==> config.mk <==
export PLATFORM = sky130hd
export DESIGN_NAME = mesi_cpu_req_fsm
export DESIGN_NICKNAME = d
export VERILOG_FILES = /design/src/rtl/mesi_cpu_req_fsm.sv
export SDC_FILE = /design/constraint.sdc
export NUM_CORES = 1
export LEC_CHECK = 0
export BUFFER_PORTS_ARGS = -buffer_cell sky130_fd_sc_hd__buf_2
export CAP_MARGIN = 20
export CELL_PAD_IN_SITES_DETAIL_PLACEMENT = 0
export CELL_PAD_IN_SITES_GLOBAL_PLACEMENT = 1
export CORE_UTILIZATION = 44
export DETAILED_ROUTE_END_ITERATION = 12
export PLACE_DENSITY_LB_ADDON = 0.1
export SETUP_SLACK_MARGIN = 0.5
export SLEW_MARGIN = 10
export SYNTH_ARGS = -nofsm -noshare
export SYNTH_HDL_FRONTEND = slang
export SYNTH_SLANG_ARGS = --single-unit
==> constraint.sdc <==
create_clock -name clk -period 3 [get_ports clk]
set_clock_uncertainty 0.05 [all_clocks]
set_input_delay 0 -clock clk [delete_from_list [all_inputs] [get_ports clk]]
set_output_delay 0 -clock clk [all_outputs]
set_load 0.05 [all_outputs]
==> src/rtl/mesi_cpu_req_fsm.sv <==
// rtl/mesi_cpu_req_fsm.sv - registered multi-line CPU-request MESI controller (optional timeout: MESI_CPU_REQ_TIMEOUT_EN)
module mesi_cpu_req_fsm #(
    parameter int NUM_LINES   = 4,
    parameter int IDX_W       = $clog2(NUM_LINES),
    parameter int TIMEOUT_CYC = 64
) (
    input  logic             clk,
    input  logic             rst,
    input  logic             cpu_req_vld,
    input  logic             cpu_req_wr,
    input  logic [IDX_W-1:0] cpu_req_idx,
    input  logic             cpu_req_hit,
    output logic             cpu_req_rdy,
    output logic             cpu_done,
    output logic             cpu_err,
    output logic             write_back,
    output logic [1:0]       bus_req,
    output logic [IDX_W-1:0] bus_req_idx,
    input  logic [1:0]       bus_rsp,
    input  logic             snp_inv_vld,
    input  logic [IDX_W-1:0] snp_inv_idx,
    input  logic [IDX_W-1:0] dbg_idx,
    output logic [3:0]       dbg_state
);

    // Line-state encodings (one-hot, shared with the rest of the cache RTL)
    localparam logic [3:0] LS_INVALID   = 4'b0001;
    localparam logic [3:0] LS_SHARED    = 4'b0010;
    localparam logic [3:0] LS_EXCLUSIVE = 4'b0100;
    localparam logic [3:0] LS_MODIFIED  = 4'b1000;

    localparam logic [1:0] BUS_NO_REQ         = 2'd0;
    localparam logic [1:0] BUS_READ_REQ       = 2'd1;
    localparam logic [1:0] BUS_RWITM_REQ      = 2'd2;
    localparam logic [1:0] BUS_INVALIDATE_REQ = 2'd3;

    localparam logic [1:0] BUS_SNOOP_FOUND_RSP = 2'd1;
    localparam logic [1:0] BUS_FETCH_MEM_RSP   = 2'd2;

    typedef enum logic [1:0] {
        IDLE = 2'd0,
        WB   = 2'd1,
        BUS  = 2'd2,
        DONE = 2'd3
    } ctrl_t;

    ctrl_t            state_q, state_d;
    logic [IDX_W-1:0] req_idx_q, req_idx_d;
    logic [1:0]       req_type_q, req_type_d;
    logic [3:0]       lines [NUM_LINES];
    logic [3:0]       ls;
    logic             rsp_vld;
    logic             line_we;
    logic [IDX_W-1:0] line_widx;
    logic [3:0]       line_wdata;
    logic             rdy_q, done_q, wb_q;
    logic [1:0]       bus_req_q;

`ifdef MESI_CPU_REQ_TIMEOUT_EN
    localparam logic [7:0] TO_LAST = 8'(TIMEOUT_CYC - 1);
    logic [7:0] cnt_q, cnt_d;
    logic       err_q, err_d;
`endif

    assign ls        = lines[cpu_req_idx];
    // 2'b11 is not a legal response and is treated as no response
    assign rsp_vld   = (bus_rsp == BUS_SNOOP_FOUND_RSP) || (bus_rsp == BUS_FETCH_MEM_RSP);
    assign dbg_state = lines[dbg_idx];

    // Next-state decode, request capture and line-update selection
    always_comb begin
        state_d    = state_q;
        req_idx_d  = req_idx_q;
        req_type_d = req_type_q;
        line_we    = 1'b0;
        line_widx  = req_idx_q;
        line_wdata = LS_INVALID;
`ifdef MESI_CPU_REQ_TIMEOUT_EN
        cnt_d      = cnt_q;
        err_d      = 1'b0;
`endif
        case (state_q)
            IDLE: begin
                if (cpu_req_vld) begin
                    req_idx_d = cpu_req_idx;
                    line_widx = cpu_req_idx;
                    if (cpu_req_hit && !cpu_req_wr &&
                        (ls == LS_EXCLUSIVE || ls == LS_MODIFIED || ls == LS_SHARED)) begin
                        state_d = DONE;
                    end else if (cpu_req_hit && cpu_req_wr &&
                                 (ls == LS_EXCLUSIVE || ls == LS_MODIFIED)) begin
                        line_we    = 1'b1;
                        line_wdata = LS_MODIFIED;
                        state_d    = DONE;
                    end else if (cpu_req_hit && cpu_req_wr && ls == LS_SHARED) begin
                        state_d = BUS;
                        // A snoop on the same edge already drops our copy, so an upgrade is no longer enough
                        req_type_d = (snp_inv_vld && snp_inv_idx == cpu_req_idx) ?
                                     BUS_RWITM_REQ : BUS_INVALIDATE_REQ;
                    end else begin
                        line_we    = 1'b1;
                        line_wdata = LS_INVALID;
                        req_type_d = cpu_req_wr ? BUS_RWITM_REQ : BUS_READ_REQ;
                        state_d    = (ls == LS_MODIFIED) ? WB : BUS;
                    end
                end
            end
            WB: begin
                state_d = BUS;
            end
            BUS: begin
                if (rsp_vld) begin
                    line_we = 1'b1;
                    if (req_type_q == BUS_READ_REQ)
                        line_wdata = (bus_rsp == BUS_SNOOP_FOUND_RSP) ? LS_SHARED : LS_EXCLUSIVE;
                    else
                        line_wdata = LS_MODIFIED;
                    state_d = DONE;
                end else begin
`ifdef MESI_CPU_REQ_TIMEOUT_EN
                    cnt_d = cnt_q + 8'd1;
                    if (cnt_q == TO_LAST) begin
                        err_d   = 1'b1;
                        state_d = DONE;
                    end
`endif
                    if (snp_inv_vld && snp_inv_idx == req_idx_q &&
                        req_type_q == BUS_INVALIDATE_REQ)
                        req_type_d = BUS_RWITM_REQ;
                end
            end
            DONE: begin
                state_d = IDLE;
            end
            default: begin
                state_d = IDLE;
            end
        endcase
`ifdef MESI_CPU_REQ_TIMEOUT_EN
        if (state_q != BUS && state_d == BUS)
            cnt_d = 8'd0;
`endif
    end

    // Controller state, request registers and registered outputs
    always_ff @(posedge clk) begin
        if (rst) begin
            state_q    <= IDLE;
            req_idx_q  <= '0;
            req_type_q <= BUS_NO_REQ;
            rdy_q      <= 1'b1;
            done_q     <= 1'b0;
            wb_q       <= 1'b0;
            bus_req_q  <= BUS_NO_REQ;
        end else begin
            state_q    <= state_d;
            req_idx_q  <= req_idx_d;
            req_type_q <= req_type_d;
            rdy_q      <= (state_d == IDLE);
            done_q     <= (state_d == DONE);
            wb_q       <= (state_d == WB);
            bus_req_q  <= (state_d == BUS) ? req_type_d : BUS_NO_REQ;
        end
    end

`ifdef MESI_CPU_REQ_TIMEOUT_EN
    // Bus-response timeout counter and error pulse
    always_ff @(posedge clk) begin
        if (rst) begin
            cnt_q <= 8'd0;
            err_q <= 1'b0;
        end else begin
            cnt_q <= cnt_d;
            err_q <= err_d;
        end
    end

    assign cpu_err = err_q;
`else
    assign cpu_err = 1'b0;
`endif

    // Line-state array; the CPU-side write is issued last so it wins over a same-line snoop
    always_ff @(posedge clk) begin
        if (rst) begin
            for (int i = 0; i < NUM_LINES; i++)
                lines[i] <= LS_INVALID;
        end else begin
            if (snp_inv_vld)
                lines[snp_inv_idx] <= LS_INVALID;
            if (line_we)
                lines[line_widx] <= line_wdata;
        end
    end

    assign cpu_req_rdy = rdy_q;
    assign cpu_done    = done_q;
    assign write_back  = wb_q;
    assign bus_req     = bus_req_q;
    assign bus_req_idx = req_idx_q;

endmodule

==> run_results.csv, run 1 <==
group,metric,value,unit
outcome,outcome,"complete, no violations",
sta,clock.fmax,404,MHz
logic_synthesis,yosysSeqAreaShare,0.427,
power_and_ir_drop,p_leak,0.676,nW
sta,finalCritPeriodShare,0.826,
logic_synthesis,ys_warn_count,0,
critical_path,start_kind,"flip-flop",
floorplanning,die_area,3980,sq um
placed_design,io_buffers,24,
logic_synthesis,syn-num-nets,166,
final_layout,drive_above_1_share,0.309,
sta,tns,0,ns
sta,setup_viol,0,
critical_path,reg2reg_depth,6,
sta,finalCriticalPeriod,2.48,ns
logic_synthesis,synth-compound-area-share,0.136,
clock_network,cts_made_buffers,3,
clock_network,cts_buffer_depth,2,
floorplanning,fp.dieH,63.1,um
final_layout,antenna_cells,0,
drt,wl,3700,um
drt,drc,0,
logic_synthesis,avgSynthCellArea,11.0,sq um
critical_path,path_max_fanout,6,
placed_design,hpwl,2870,um
power_and_ir_drop,vdd_drop_max,0.000291,V
min_path,holdPathStages,3,
logic_synthesis,syn_area,1640,sq um
sta,relSlewSlack,0.653,
global_route,track_usage,0.203,
logic_synthesis,synthFlopType,"edfxtp_1",
drt,final_antenna_net_count,0,
drt,firstDrtPassIters,4,
floorplanning,ios,26,
flow_run,maxCapViolCount,0,
clock_network,insertion_delay,0.28,ns
min_path,hp-class,"in2reg",
critical_path,critPathCaptureType,"flip-flop",
clock_network,path_clk_slew,0.10,ns
floorplanning,core-area,3440,sq um
critical_path,r2r_slack,0.52,ns
floorplanning,die_w,63.1,um
drt,viasPerCell,6.07,
drt,drt_iter0_drc,136,
final_layout,final_area,1900,sq um
final_layout,fillers,309,
clock_network,cts_sinks,27,
sta,hold_viol,0,
placed_design,gp_congestion,0.857,
global_route,grt.overflow.total,0,
critical_path,crit_required,2.99,ns
clock_network,cts_root_buf,"clkbuf_8",
final_layout,syn_to_final_growth,15.8,%
clock_network,cts_tree,"built",
drt,routedWlPerCell,16.7,um
global_route,grt_pass1_vias,1197,
final_layout,final_nets,193,
global_route,grt_max_degree,17,
floorplanning,initial_core_util,0.477,
logic_synthesis,synth-seq-cells,27,
critical_path,crit_type,"reg2reg",
placed_design,post-place-ws,0.273,ns
critical_path,worst_ep_arrival_time,2.47,ns
global_route,grt_pass1_wl,6130,um
logic_synthesis,ys_async_sr_fraction,0,
logic_synthesis,synth-simple-area-share,0.200,
logic_synthesis,synthXorXnorAreaFrac,0.0320,
sta,maxSlewViolCount,0,
sta,layout_setup_ws,0.523,ns
logic_synthesis,synth-edff-count,16,
sta,worstMarginPinSlew,0.516,ns
drt,via_count,1341,
logic_synthesis,synthMuxAreaShare,0.139,
sta,rsz0062_at_grt,"yes",
logic_synthesis,synth_top_family_by_area,"simple AND/OR/NAND/NOR gates",
power_and_ir_drop,power.density,510,nW/um^2
logic_synthesis,synthCells,149,
placed_design,dpl_cell_area,1780,sq um
global_route,antenna_found_initial,0,
logic_synthesis,synth_cell_types,49,
floorplanning,row_count,21,
clock_network,cts.htree.levels,1,
logic_synthesis,yosys.area_share.adder,0.0229,
per-layer routing:
metal | track usage | part of all wire | vias to the layer above | routed length [um]
met1 | 0.316 | 0.50 | 645 | 1860
met2 | 0.274 | 0.41 | 63 | 1530
met5 | 0 | 0 | - | 0
met3 | 0.0326 | 0.073 | 5 | 271
met4 | 0.0843 | 0.013 | 0 | 48
li1 | - | - | 628 | -
state kept, by name, indices dropped and copies added, names as in the netlist:
| register | flops |
|---|---|
| req_type_q | 2 |
| cpu_done | 1 |
| write_back | 1 |
| lines | 16 |
| bus_req_idx | 2 |
| bus_req | 2 |
| cpu_req_rdy | 1 |
| state_q | 2 |
cells by family (layout without fill, tap and decap cells):
group / count (synthesis) / after routing
and+or+nand+nor: 55 / 55
AOI/OAI and AO/OA: 30 / 30
adders and majority gates: 3 / 3
other: 1 / 1
xor gates and xnor gates: 6 / 6
muxes: 12 / 12
DFF: 27 / 27
buffers and inverters: 15 / 41
power by group:
part           internal [W]  leakage (nW)  switching (W)  total (W)
Sequential         0.000422         0.245      0.0000147   0.000437
Combinational      0.000106         0.409       0.000210   0.000317
Clock             0.0000946        0.0217       0.000121   0.000215
layout by cell type, fill, tap and decap left out, types with 2 or more instances in the layout:
cell type,instances
edfxtp_1,16
o2111a_1,2
nand3_1,2
buf_4,3
nand2_1,6
o21ai_2,3
xor2_1,3
dfxtp_1,11
a31oi_1,4
a21oi_1,3
o21ai_0,2
nand4_1,3
mux2_2,3
nor4_1,11
nor3_1,7
clkbuf_8,3
nand2b_1,6
nor2b_1,6
inv_1,9
xnor2_1,3
nand3b_1,2
ha_1,3
mux4_2,7
nor2_1,5
buf_2,24
path summary, 6_finish.rpt:
kind,startpoint,to
worst max-delay path,lines[3][2],lines[0][3]
worst min-delay path,cpu_req_vld,req_type_q[0]
worst max register to register,lines[3][2],lines[0][3]
worst min register to register,req_type_q[0],req_type_q[0]
per-stage QoR:
| stage | power (W) | hold WS (ns) | util | cells |
|---|---|---|---|---|
| 2_1_floorplan | 0.000667 | 0.0563 | - | 149 |
| 3_3_place_gp | 0.000736 | 0.281 | 0.518 | 213 |
| 3_5_place_dp | 0.000738 | 0.286 | 0.518 | 213 |
| 4_1_cts | 0.000951 | 0.0859 | 0.535 | 218 |
| 5_1_grt | 0.00102 | 0.100 | 0.552 | 221 |
| 6_report | 0.000968 | 0.0894 | 0.552 | 221 |
what timing repair did:
action,CTS,global route
hold buffers,1,0
setup buffers,0,3
endpoints found under the hold margin,1,0
endpoints found under the setup margin,16,24
gates resized for setup,4,7
gates cloned,0,0
pin swaps,0,1
critical path, stage by stage (launching register included):
cell,delay [ns]
edfxtp_1,0.44
mux4_2,0.57
or3b_1,0.45
o31ai_2,0.22
o21a_2,0.30
buf_4,0.17
nor3_1,0.05
cell type report:
class                   instances  area [sq um]  share of cell area
flip-flops and latches         27           701               0.369
multi-input cells             107           906               0.477
well taps                      46          57.6              0.0303
clock inverters                 1          7.51             0.00395
inverters                       9          33.8              0.0178
repair buffers                 28           153              0.0804
clock buffers                   3          41.3              0.0217
Yosys cell counts, types with 2 or more instances:
master | count | share of area
edfxtp_1 | 16 | 0.29
dfxtp_1 | 11 | 0.13
nor4_1 | 11 | 0.042
inv_1 | 9 | 0.021
mux4_2 | 7 | 0.096
nor3_1 | 7 | 0.021
nand2_1 | 6 | 0.014
nand2b_1 | 6 | 0.023
nor2b_1 | 6 | 0.023
o21ai_0 | 6 | 0.018
nor2_1 | 5 | 0.011
a31oi_1 | 4 | 0.015
a21oi_1 | 3 | 0.0092
clkbuf_1 | 3 | 0.0069
ha_1 | 3 | 0.023
mux2_2 | 3 | 0.021
nand4_1 | 3 | 0.011
xnor2_1 | 3 | 0.016
xor2_1 | 3 | 0.016
nand3_1 | 2 | 0.0061
nand3b_1 | 2 | 0.0092
o2111a_1 | 2 | 0.014
o31ai_1 | 2 | 0.0092
Power figures use the tool's default switching activity.
==> run 2: changes to the inputs <==
clock period = 2.4 ns   (was 3 ns; I/O delays follow)
==> run 2 against run 1 <==
Sequential share of layout area decreased by 2.3 points; combinational power up 40%; cell area up 6.6%; register-to-register slack worse by 0.42 ns; global-route usage grew 1.2 points; die area unchanged; via count about the same; non-clock buffer count up 5; final cell count increased by 2.3%; critical path depth is 1 lower; fmax rose by 7.9%; critical endpoint is now bus_req[0]; largest cell class unchanged; largest power group unchanged; highest routed layer unchanged.
==> run_results.csv, run 2 (synthesized netlist as in run 1, its figures left out) <==
group,metric,value,unit
sta,setup_viol,0,
global_route,grt_max_degree,16,
power_and_ir_drop,seqPwrFrac,0.442,
clock_network,cts_sinks,27,
floorplanning,die_area,3980,sq um
critical_path,path_buf_inv,0,
sta,hold_ws,0.0249,ns
sta,tns,0,ns
placed_design,dpl_cell_area,1850,sq um
critical_path,crit_chain,"mux4_2, or4b_4, o31a_1, nand2b_4, nor4_2",
placed_design,hpwl,3010,um
sta,rsz0062_at_grt,"yes",
drt,viasPerCell,5.93,
flow_run,maxCapViolCount,0,
final_layout,fillers,309,
final_layout,final_area,2020,sq um
critical_path,slowest_delay,0.56,ns
power_and_ir_drop,power,0.00124,W
global_route,grt_pass1_vias,1273,
global_route,antenna_found_initial,0,
drt,routedWlPerCell,16.9,um
power_and_ir_drop,power.share.clock,0.200,
drt,wl,3820,um
global_route,track_usage,0.215,
placed_design,gp_congestion,0.826,
drt,drc,0,
critical_path,crit_type,"reg2reg",
outcome,outcome,"complete, no violations",
floorplanning,ios,26,
final_layout,final_cell_mix,"buf_2, edfxtp_1, dfxtp_1, nor4_1",
global_route,grt_pass1_wl,6480,um
final_layout,final_common_cell,"buf_2",
critical_path,crit_cells,5,
clock_network,path_clk_slew,0.09,ns
floorplanning,core-area,3440,sq um
power_and_ir_drop,power.density,612,nW/um^2
critical_path,critPathCaptureType,"flip-flop",
drt,firstDrtPassIters,4,
final_layout,final_core_util,0.588,
final_layout,syn_to_final_growth,23.4,%
critical_path,start_kind,"flip-flop",
final_layout,largest_reg_flops,16,
power_and_ir_drop,power_frac_comb,0.358,
critical_path,crit_family,"simple AND/OR/NAND/NOR gates",
global_route,grt.overflow.total,0,
min_path,hp-class,"in2reg",
final_layout,final_nets,198,
final_layout,drive_above_1_share,0.400,
drt,final_antenna_net_count,0,
power_and_ir_drop,vdd_drop_max,0.000441,V
clock_network,cts_root_buf,"clkbuf_8",
power_and_ir_drop,swShare,0.354,
critical_path,worst_ep_arrival_time,2.40,ns
critical_path,crit_required,2.50,ns
critical_path,cp_slowest_cell,"mux4_2",
sta,finalCritPeriodShare,0.957,
clock_network,cts_tree,"built",
floorplanning,fp.dieH,63.1,um
critical_path,path_max_fanout,6,
power_and_ir_drop,p_leak,0.716,nW
clock_network,insertion_delay,0.27,ns
sta,hold_viol,0,
clock_network,cts.htree.levels,1,
drt,via_count,1340,
sta,maxSlewViolCount,0,
clock_network,cts_buffer_depth,2,
drt,drt_iter0_drc,101,
min_path,holdPathStages,2,
sta,clock.fmax,435,MHz
final_layout,largest-register,"lines",
clock_network,cts_made_buffers,3,
floorplanning,initial_core_util,0.477,
final_layout,antenna_cells,0,
critical_path,reg2reg_depth,5,
sta,finalCriticalPeriod,2.30,ns
clock_network,cts_hold_buf,0,
placed_design,io_buffers,24,
power_and_ir_drop,switching_power,0.000439,W
power_and_ir_drop,internal_power,0.000800,W
floorplanning,die_w,63.1,um
floorplanning,row_count,21,
run 2: power by group through the flow:
| stage | Combinational (W) | Clock (W) | Sequential (W) |
|---|---|---|---|
| after global routing | 0.000480 | 0.000272 | 0.000553 |
| after CTS | 0.000435 | 0.000248 | 0.000548 |
| after global placement | 0.000384 | 0 | 0.000556 |
| after detailed placement | 0.000389 | 0 | 0.000559 |
| after floorplan | 0.000252 | 0 | 0.000596 |
| final | 0.000444 | 0.000248 | 0.000548 |
run 2: worst paths after layout:
kind	from	end	slack [ns]
setup / recovery	lines[0][1]	bus_req[0]	0.10
hold / removal	rst	bus_req_idx[0]	0.02
setup reg to reg	lines[0][1]	bus_req[0]	0.10
hold reg to reg	req_type_q[1]	req_type_q[1]	0.55
run 2: final cells by class:
class / instances / area, sq um / share of cell area
clock inverters: 1 / 5.00 / 0.00247
multi-input cells: 107 / 995 / 0.491
clock buffers: 3 / 41.3 / 0.0204
well taps: 46 / 57.6 / 0.0284
inverters: 9 / 33.8 / 0.0167
repair buffers: 33 / 191 / 0.0946
flip-flops and latches: 27 / 701 / 0.346
run 2: stage by stage:
step,worst slack (ns),cells
floorplan,0.217,149
global placement,0.0814,217
detailed placement,0.0155,217
CTS,0.137,226
global route,0.00659,226
finish,0.104,226
run 2: routing by layer:
metal	vias up	wire, um	track usage
met2	49	1700	0.319
met1	644	1860	0.314
met3	7	197	0.0380
li1	640	-	-
met5	-	0	0
met4	0	59	0.0756
run 2: worst reg2reg max path: stages, from the launching register on:
cell	delay, ns
edfxtp_1	0.42
mux4_2	0.56
or4b_4	0.57
o31a_1	0.39
nand2b_4	0.13
nor4_2	0.06
run 2: repair_timing:
item,4_1_cts,5_1_grt
endpoints found under the setup margin,41,41
setup buffers,5,0
gates cloned,0,0
pin swaps,8,2
resized for setup,15,5
